`src/rtl/reg_scoreboard.sv`:
```
// rtl/reg_scoreboard.sv - dual-issue register scoreboard with same-cycle writeback release
module reg_scoreboard #(
    parameter int NREG = 32
) (
    input  logic            clk,
    input  logic            reset,
    input  logic            hold,
    input  logic            flush,
    input  logic            issue_v0,
    input  logic            issue_v1,
    input  logic [4:0]      rs1_0,
    input  logic [4:0]      rs2_0,
    input  logic [4:0]      rd_0,
    input  logic [4:0]      rs1_1,
    input  logic [4:0]      rs2_1,
    input  logic [4:0]      rd_1,
    input  logic            rd_we_0,
    input  logic            rd_we_1,
    input  logic            wb_v0,
    input  logic            wb_v1,
    input  logic [4:0]      wb_rd0,
    input  logic [4:0]      wb_rd1,
    output logic            stall_0,
    output logic            stall_1,
    output logic            fire_0,
    output logic            fire_1,
    output logic [NREG-1:0] busy_vec,
    output logic [5:0]      pending_cnt,
    output logic            sb_err
);

    localparam logic [NREG-1:0] ONE = {{(NREG-1){1'b0}}, 1'b1};

    logic [NREG-1:0] rel;
    logic [NREG-1:0] eb;
    logic [NREG-1:0] set0;
    logic [NREG-1:0] set1;
    logic [NREG-1:0] busy_nxt;
    logic [5:0]      cnt_nxt;
    logic            hazard0;
    logic            hazard1;
    logic            pair;
    logic            err_hit;

    function automatic logic hz(input logic [4:0] rs, input logic [NREG-1:0] e);
        return (rs != 5'd0) && e[rs];
    endfunction

    always_comb begin
        rel = '0;
        for (int r = 1; r < NREG; r++) begin
            rel[r] = (wb_v0 && wb_rd0 == 5'(r)) || (wb_v1 && wb_rd1 == 5'(r));
        end
    end

    assign eb = busy_vec & ~rel;

    assign hazard0 = hz(rs1_0, eb) | hz(rs2_0, eb) | (rd_we_0 & hz(rd_0, eb));
    assign hazard1 = hz(rs1_1, eb) | hz(rs2_1, eb) | (rd_we_1 & hz(rd_1, eb));

    // Slot 1 may not consume or overwrite what slot 0 produces in the same cycle
    assign pair = issue_v0 & rd_we_0 & (rd_0 != 5'd0) &
                  ((rd_0 == rs1_1) | (rd_0 == rs2_1) | (rd_we_1 & (rd_0 == rd_1)));

    assign stall_0 = issue_v0 & (hazard0 | hold | flush);
    assign stall_1 = issue_v1 & (stall_0 | hold | flush | pair | hazard1);
    assign fire_0  = issue_v0 & ~stall_0;
    assign fire_1  = issue_v1 & ~stall_1;

    assign set0 = (fire_0 && rd_we_0 && rd_0 != 5'd0) ? (ONE << rd_0) : '0;
    assign set1 = (fire_1 && rd_we_1 && rd_1 != 5'd0) ? (ONE << rd_1) : '0;

    assign busy_nxt = flush ? '0 : (eb | set0 | set1);

    always_comb begin
        cnt_nxt = '0;
        for (int i = 0; i < NREG; i++) begin
            cnt_nxt = cnt_nxt + 6'(busy_nxt[i]);
        end
    end

    // Writeback to an idle register, or both ports retiring the same register
    assign err_hit = ~flush & (
                     (wb_v0 && wb_rd0 != 5'd0 && !busy_vec[wb_rd0]) ||
                     (wb_v1 && wb_rd1 != 5'd0 && !busy_vec[wb_rd1]) ||
                     (wb_v0 && wb_v1 && wb_rd0 == wb_rd1 && wb_rd0 != 5'd0));

    always_ff @(posedge clk or negedge reset) begin
        if (!reset) begin
            busy_vec    <= '0;
            pending_cnt <= '0;
            sb_err      <= 1'b0;
        end else begin
            busy_vec    <= busy_nxt;
            pending_cnt <= cnt_nxt;
            if (err_hit) begin
                sb_err <= 1'b1;
            end
        end
    end

endmodule

```
`config.mk`:
```
export PLATFORM = sky130hd
export DESIGN_NAME = reg_scoreboard
export DESIGN_NICKNAME = d
export VERILOG_FILES = /design/src/rtl/reg_scoreboard.sv
export SDC_FILE = /design/constraint.sdc
export NUM_CORES = 1
export LEC_CHECK = 0
export CORE_MARGIN = 10
export CORE_UTILIZATION = 45
export CTS_BUF_LIST = sky130_fd_sc_hd__clkbuf_8
export CTS_CLUSTER_DIAMETER = 40
export CTS_CLUSTER_SIZE = 14
export DETAILED_ROUTE_END_ITERATION = 7
export HOLD_SLACK_MARGIN = 0.02
export PLACE_DENSITY_LB_ADDON = 0.25
export SYNTH_ARGS = -nofsm -noshare
export SYNTH_HDL_FRONTEND = slang
export SYNTH_SLANG_ARGS = --single-unit
```
`constraint.sdc`:
```
create_clock -name clk -period 18.2 [get_ports clk]
set_input_delay 5.46 -clock clk [delete_from_list [all_inputs] [get_ports clk]]
set_output_delay 5.46 -clock clk [all_outputs]
set_load 0.02 [all_outputs]
```
=== Word level (Yosys, flattened, before mapping) ===
Cells that the tools add are included.

* Shift-type cells: 2
* Reduce and logical (&&, ||, !) cells: 122
* Add/subtract/negate cells: 31
* Bitwise logic cells: 30
* Multiplexer cells: 19
* Magnitude comparators: 8
* Equality and inequality tests: 66

{| class="wikitable"
|+ Operators by type and width
! kind !! number
|-
| 5-bit equality test (second input constant) || 32
|-
| 6-bit by 1-bit adder with 6-bit output || 26
|-
| 32-bit 2-to-1 mux || 3
|-
| 5-bit by 4-bit equality test with 1-bit output (second input constant) || 16
|-
| 1-bit logical AND || 79
|-
| 32-bit bitwise OR || 2
|-
| 1-bit by 5-bit << shifter with 32-bit output (first input constant) || 2
|-
| 5-bit by 6-bit < comparator with 1-bit output (second input constant) || 8
|-
| 1-bit binary-select mux with 5-bit select || 8
|-
| 5-bit by 3-bit equality test with 1-bit output (second input constant) || 8
|-
| 5-bit nonzero test || 8
|-
| 1-bit logical OR || 33
|-
| 32-bit AND || 1
|-
| 32-bit NOT || 1
|-
| 5-bit by 2-bit equality test with 1-bit output (second input constant) || 4
|-
| 5-bit equality test || 4
|-
| 1-bit bitwise OR || 12
|-
| 1-bit AND || 11
|-
| 5-bit by 1-bit equality test with 1-bit output (second input constant) || 2
|-
| 1-bit 2-to-1 mux || 8
|-
| 5-bit by 1-bit adder with 6-bit output || 1
|-
| 4-bit by 1-bit adder with 5-bit output || 1
|-
| 3-bit by 1-bit adder with 4-bit output || 1
|-
| 2-bit by 1-bit adder with 3-bit output || 1
|-
| 3 further kinds || 6
|}

* Output and inout port bits: 43
* Bits of input ports: 50
* Bits in registers: 39
* Word-level logic and storage cells: 281

=== Logic depth before layout (Yosys ltp) ===
* Word-level depth: 56
* Mapped depth: 26
* Gate-level depth less buffers: 23

=== Worst setup path before layout ===
No wires, ideal clock.

* Path kind: input to output
* Start point: in wb_rd0[4]
* End point: out fire_1
* Setup slack: 4.594 ns
* Arrival: 8.146 ns
* Required time: 12.740 ns
* Path buffers: 3
* Cell stages on the path: 11
* Cells stage by stage: buf_2 -> or4b_4 -> o221ai_4 -> mux4_2 -> and3b_1 -> nor4_1 -> a211o_1 -> o21a_1 -> buf_6 -> buf_2 -> nor4b_2

* Cells in the longest elaborated chain, start to end: 20
* Elaborated cells on any way between the ends: 129
* Classes of those cells: eq/ne (31); mux (12); bitwise (18); reduce/logical (68)

{| class="wikitable"
|+ Ends and longest elaborated chain
! item !! RTL line !! source
|-
| from (decl) || 21 || <nowiki>input logic [4:0] wb_rd0,</nowiki>
|-
| 5-bit by 1-bit equality test with 1-bit output, or another cell as far along || 52 || <nowiki>rel[r] = (wb_v0 && wb_rd0 == 5'(r)) || (wb_v1 && wb_rd1 == 5'(r));</nowiki>
|-
| 1-bit logical AND || 52 ||
|-
| 1-bit logical OR || 52 ||
|-
| 32-bit NOT (*) || 56 || <nowiki>assign eb = busy_vec & ~rel;</nowiki>
|-
| 32-bit AND (*) || 56 ||
|-
| 1-bit binary-select mux with 5-bit select || 46 || <nowiki>return (rs != 5'd0) && e[rs];</nowiki>
|-
| 1-bit 2-to-1 mux (not written as such) || 46 ||
|-
| 1-bit logical AND || 46 ||
|-
| 1-bit bitwise OR / 1-bit AND (equally long branches) || 58 || <nowiki>assign hazard0 = hz(rs1_0, eb) | hz(rs2_0, eb) | (rd_we_0 & hz(rd_0, eb));</nowiki>
|-
| 1-bit bitwise OR || 58 ||
|-
| 1-bit bitwise OR (2 in series) || 65 || <nowiki>assign stall_0 = issue_v0 & (hazard0 | hold | flush);</nowiki>
|-
| 1-bit AND || 65 ||
|-
| 1-bit bitwise OR (3 in series) || 66 || <nowiki>assign stall_1 = issue_v1 & (stall_0 | hold | flush | pair | hazard1);</nowiki>
|-
| 1-bit bitwise OR (*) || 66 ||
|-
| 1-bit AND (*) || 66 ||
|-
| 1-bit NOT (*) || 68 || <nowiki>assign fire_1 = issue_v1 & ~stall_1;</nowiki>
|-
| 1-bit AND (*) || 68 ||
|-
| to (decl) || 26 || <nowiki>output logic fire_1,</nowiki>
|}

Mark *: on every way between the ends. The rest lies on a longest branch, timed or not. The select of a mux whose other input is x is not followed.

=== Worst setup path after layout ===
* Start point: in wb_rd0[0]
* End point: out fire_1

Same word-level chain as after synthesis.

==> run metrics <==
status finished, final reports clean; hold-fix buffer count after cts 0; Hold WC Path Type flip-flop to flip-flop; initial DRC count 1415; yosys warns 0; worst-margin pin slew 1.39 ns; Period minus WS final 15.97 ns; setup violators final 0; DP Area 7530 sq um; number of max-cap violations 0; Clock Latency Late Sink 0.29 ns; r2r setup slk 10.24 ns; reg2reg start busy_vec[7]; share of layout cells above drive strength 1 10.1%; clk slew on worst S/H paths 0.08 ns; grt total ovfl 0; Final Cycle Share 87.7%; Top FF cell, synth dfrtp_1; vias in the first global route 7100; Setup Skew 0.00533 ns; Fmax 0.0626 GHz; Async SR Flop Fraction 100%; Synth cell types 82; kind of critical path input port to output port; Synth-to-Final Area Change 15.6%; final hold slack 0.476 ns; peak supply drop 0.0316 mV; fill count 1337; Core Area 14500 sq um; Seq. cell area 976 sq um; Post-synth EDFFs 0; Cell Area, Synth 6610 sq um; Crit Reg-Reg Endpoint pending_cnt[4]; crit path max fanout 38; TritonCTS clock tree built; CP required 12.74 ns; row cnt 44; clock sink count 39; post-synthesis area per instance 8.08 sq um; Slew Viols, Final 0; type of origin of the critical path input port; synth cell count leaders nor2_1, nand2_1, clkbuf_1; CP endpoint kind output port; # IOs 93; Worst R2R Path Depth 23; Net Count, Synth 898; Placer Congestion 1.04; Hold Path Sink sb_err; Via Count 7668; final WL 28900 um; Synth area leaders dfrtp_1, mux4_2, fa_1, nor2_1, o221ai_1; post-synthesis sequential area ratio 14.8%; Max H-tree Level 2; unrepaired setup endpoints after global routing no; total CTS buffers 5; Yosys top cell area share 14.8%; Post-CTS Setup Bufs 0; I/O Buffers 92; fin nets 934; drt wl/cell 27.8 um; Hold Vio Cnt, Final 0; cell count after synthesis 817; # DRC 0; die height 141 um; vias per inst 7.38; area of the multi-input gates 5120 sq um; DR pass1 iterations 8; root buffer cell clkbuf_8; Detail Route Antenna Nets 0; Pwr per Cell Area 31.4 nW/um^2; Detail Placement HPWL 20900 um; initial antenna violation count 1; hold path cells 1; Design Area, Final 7630 sq um; Slew headroom 7.60%; Leak 2.76 nW; Clock Path Buffers 2; GR Util All Layers 27.2%; final setup TNS 0 ns; first-pass GRT wire length 43300 um; Chip Width 141 um; leading area contributor after synthesis dfrtp_1; #FFs+latches synth 39; most frequent cell after synthesis nor2_1; Worst Path Arrival 10.51 ns; post_cts resized 0; min-delay src sb_err; Initial Utilization 45.6%; full die area 19900 sq um; largest net degree at the start of global routing 43
[sequential cells by signal, indices dropped and copies added (netlist names)]
signal       count
pending_cnt      6
sb_err           1
busy_vec        32
[worst max path at each step]
stage	startpoint	to	slack [ns]	cells past startpoint
6_report	wb_rd0[0]	fire_1	2.23	11
5_1_grt	wb_rd0[0]	fire_1	2.21	10
4_1_cts	wb_rd0[0]	fire_1	2.50	11
3_5_place_dp	wb_rd0[0]	fire_1	2.51	11
3_3_place_gp	wb_rd0[0]	fire_1	2.48	11
2_1_floorplan	wb_rd0[4]	fire_1	4.59	11
[routing by layer]
| metal | part of all wire, % | up-vias | global-route usage, % |
|---|---|---|---|
| met1 | 38 | 3602 | 37.1 |
| met3 | 14 | 142 | 5.98 |
| met5 | 0 | - | 0 |
| met2 | 43 | 700 | 40.9 |
| li1 | - | 3224 | - |
| met4 | 5.0 | 0 | 10.4 |
[layout by cell type (no fill, tap or decap), types with 6 or more instances in the layout]
| master | count |
|---|---|
| xor2_1 | 14 |
| xnor2_1 | 8 |
| nand4b_1 | 7 |
| nor2b_1 | 11 |
| buf_4 | 18 |
| clkdlybuf4s50_1 | 91 |
| nand4_1 | 13 |
| and3_1 | 6 |
| or2_2 | 10 |
| o31a_1 | 8 |
| mux2i_1 | 16 |
| mux4_2 | 26 |
| nand4bb_1 | 7 |
| nand3_1 | 41 |
| a211oi_1 | 6 |
| nor4b_1 | 16 |
| nor4_1 | 18 |
| ha_1 | 7 |
| nand2_1 | 48 |
| o211ai_1 | 15 |
| nand2b_1 | 10 |
| o21ai_0 | 28 |
| nor2_1 | 82 |
| clkbuf_8 | 6 |
| dfrtp_1 | 39 |
| nor3_1 | 18 |
| a21oi_1 | 38 |
| inv_1 | 42 |
| o22ai_1 | 11 |
| o31ai_1 | 28 |
| o221ai_1 | 27 |
| a31oi_1 | 7 |
| fa_1 | 24 |
[critical path: stages]
cell and delay [ns]:
clkdlybuf4s50_1 0.89, nand4bb_1 0.55, o221ai_1 1.17, mux4_2 0.45
and3b_1 0.16, nor4_1 0.06, a211o_1 0.32, o21a_1 0.21
buf_4 0.26, nor4b_2 0.31, clkdlybuf4s50_1 0.65
[cells by family after synthesis]
group | synth area share, %
simple gates | 26.2
fa+ha+maj | 8.60
compound gates | 27.5
flops | 14.8
xor+xnor | 2.92
buf+inv | 7.88
mux | 12.1
[final cells by class]
class / count / area share [%]
flip-flops and latches: 39 / 12.8
inverters: 43 / 2.11
diodes: 1 / 0.0328
repair buffers: 110 / 13.8
well taps: 184 / 3.02
clock inverters: 2 / 0.164
clock buffers: 6 / 1.08
multi-input cells: 654 / 67.0
[per-stage QoR]
| step | util, % | worst slack (ns) | instances | power, mW |
|---|---|---|---|---|
| 6_report | 52.7 | 2.23 | 1039 | 0.239 |
| 5_1_grt | 52.7 | 2.21 | 1038 | 0.249 |
| 4_1_cts | 52.7 | 2.50 | 1038 | 0.236 |
| 3_5_place_dp | 52.0 | 2.51 | 1030 | 0.177 |
| 3_3_place_gp | 52.0 | 2.48 | 1030 | 0.177 |
| 2_1_floorplan | - | 4.59 | 817 | 0.149 |
[power by group]
group          internal, mW  leakage [nW]  switching [mW]
Sequential           0.0868         0.540        0.000293
Clock                0.0305        0.0526          0.0297
Combinational        0.0318          2.17          0.0603
Total                 0.149          2.76          0.0902
(Power assumes the default switching activity.)
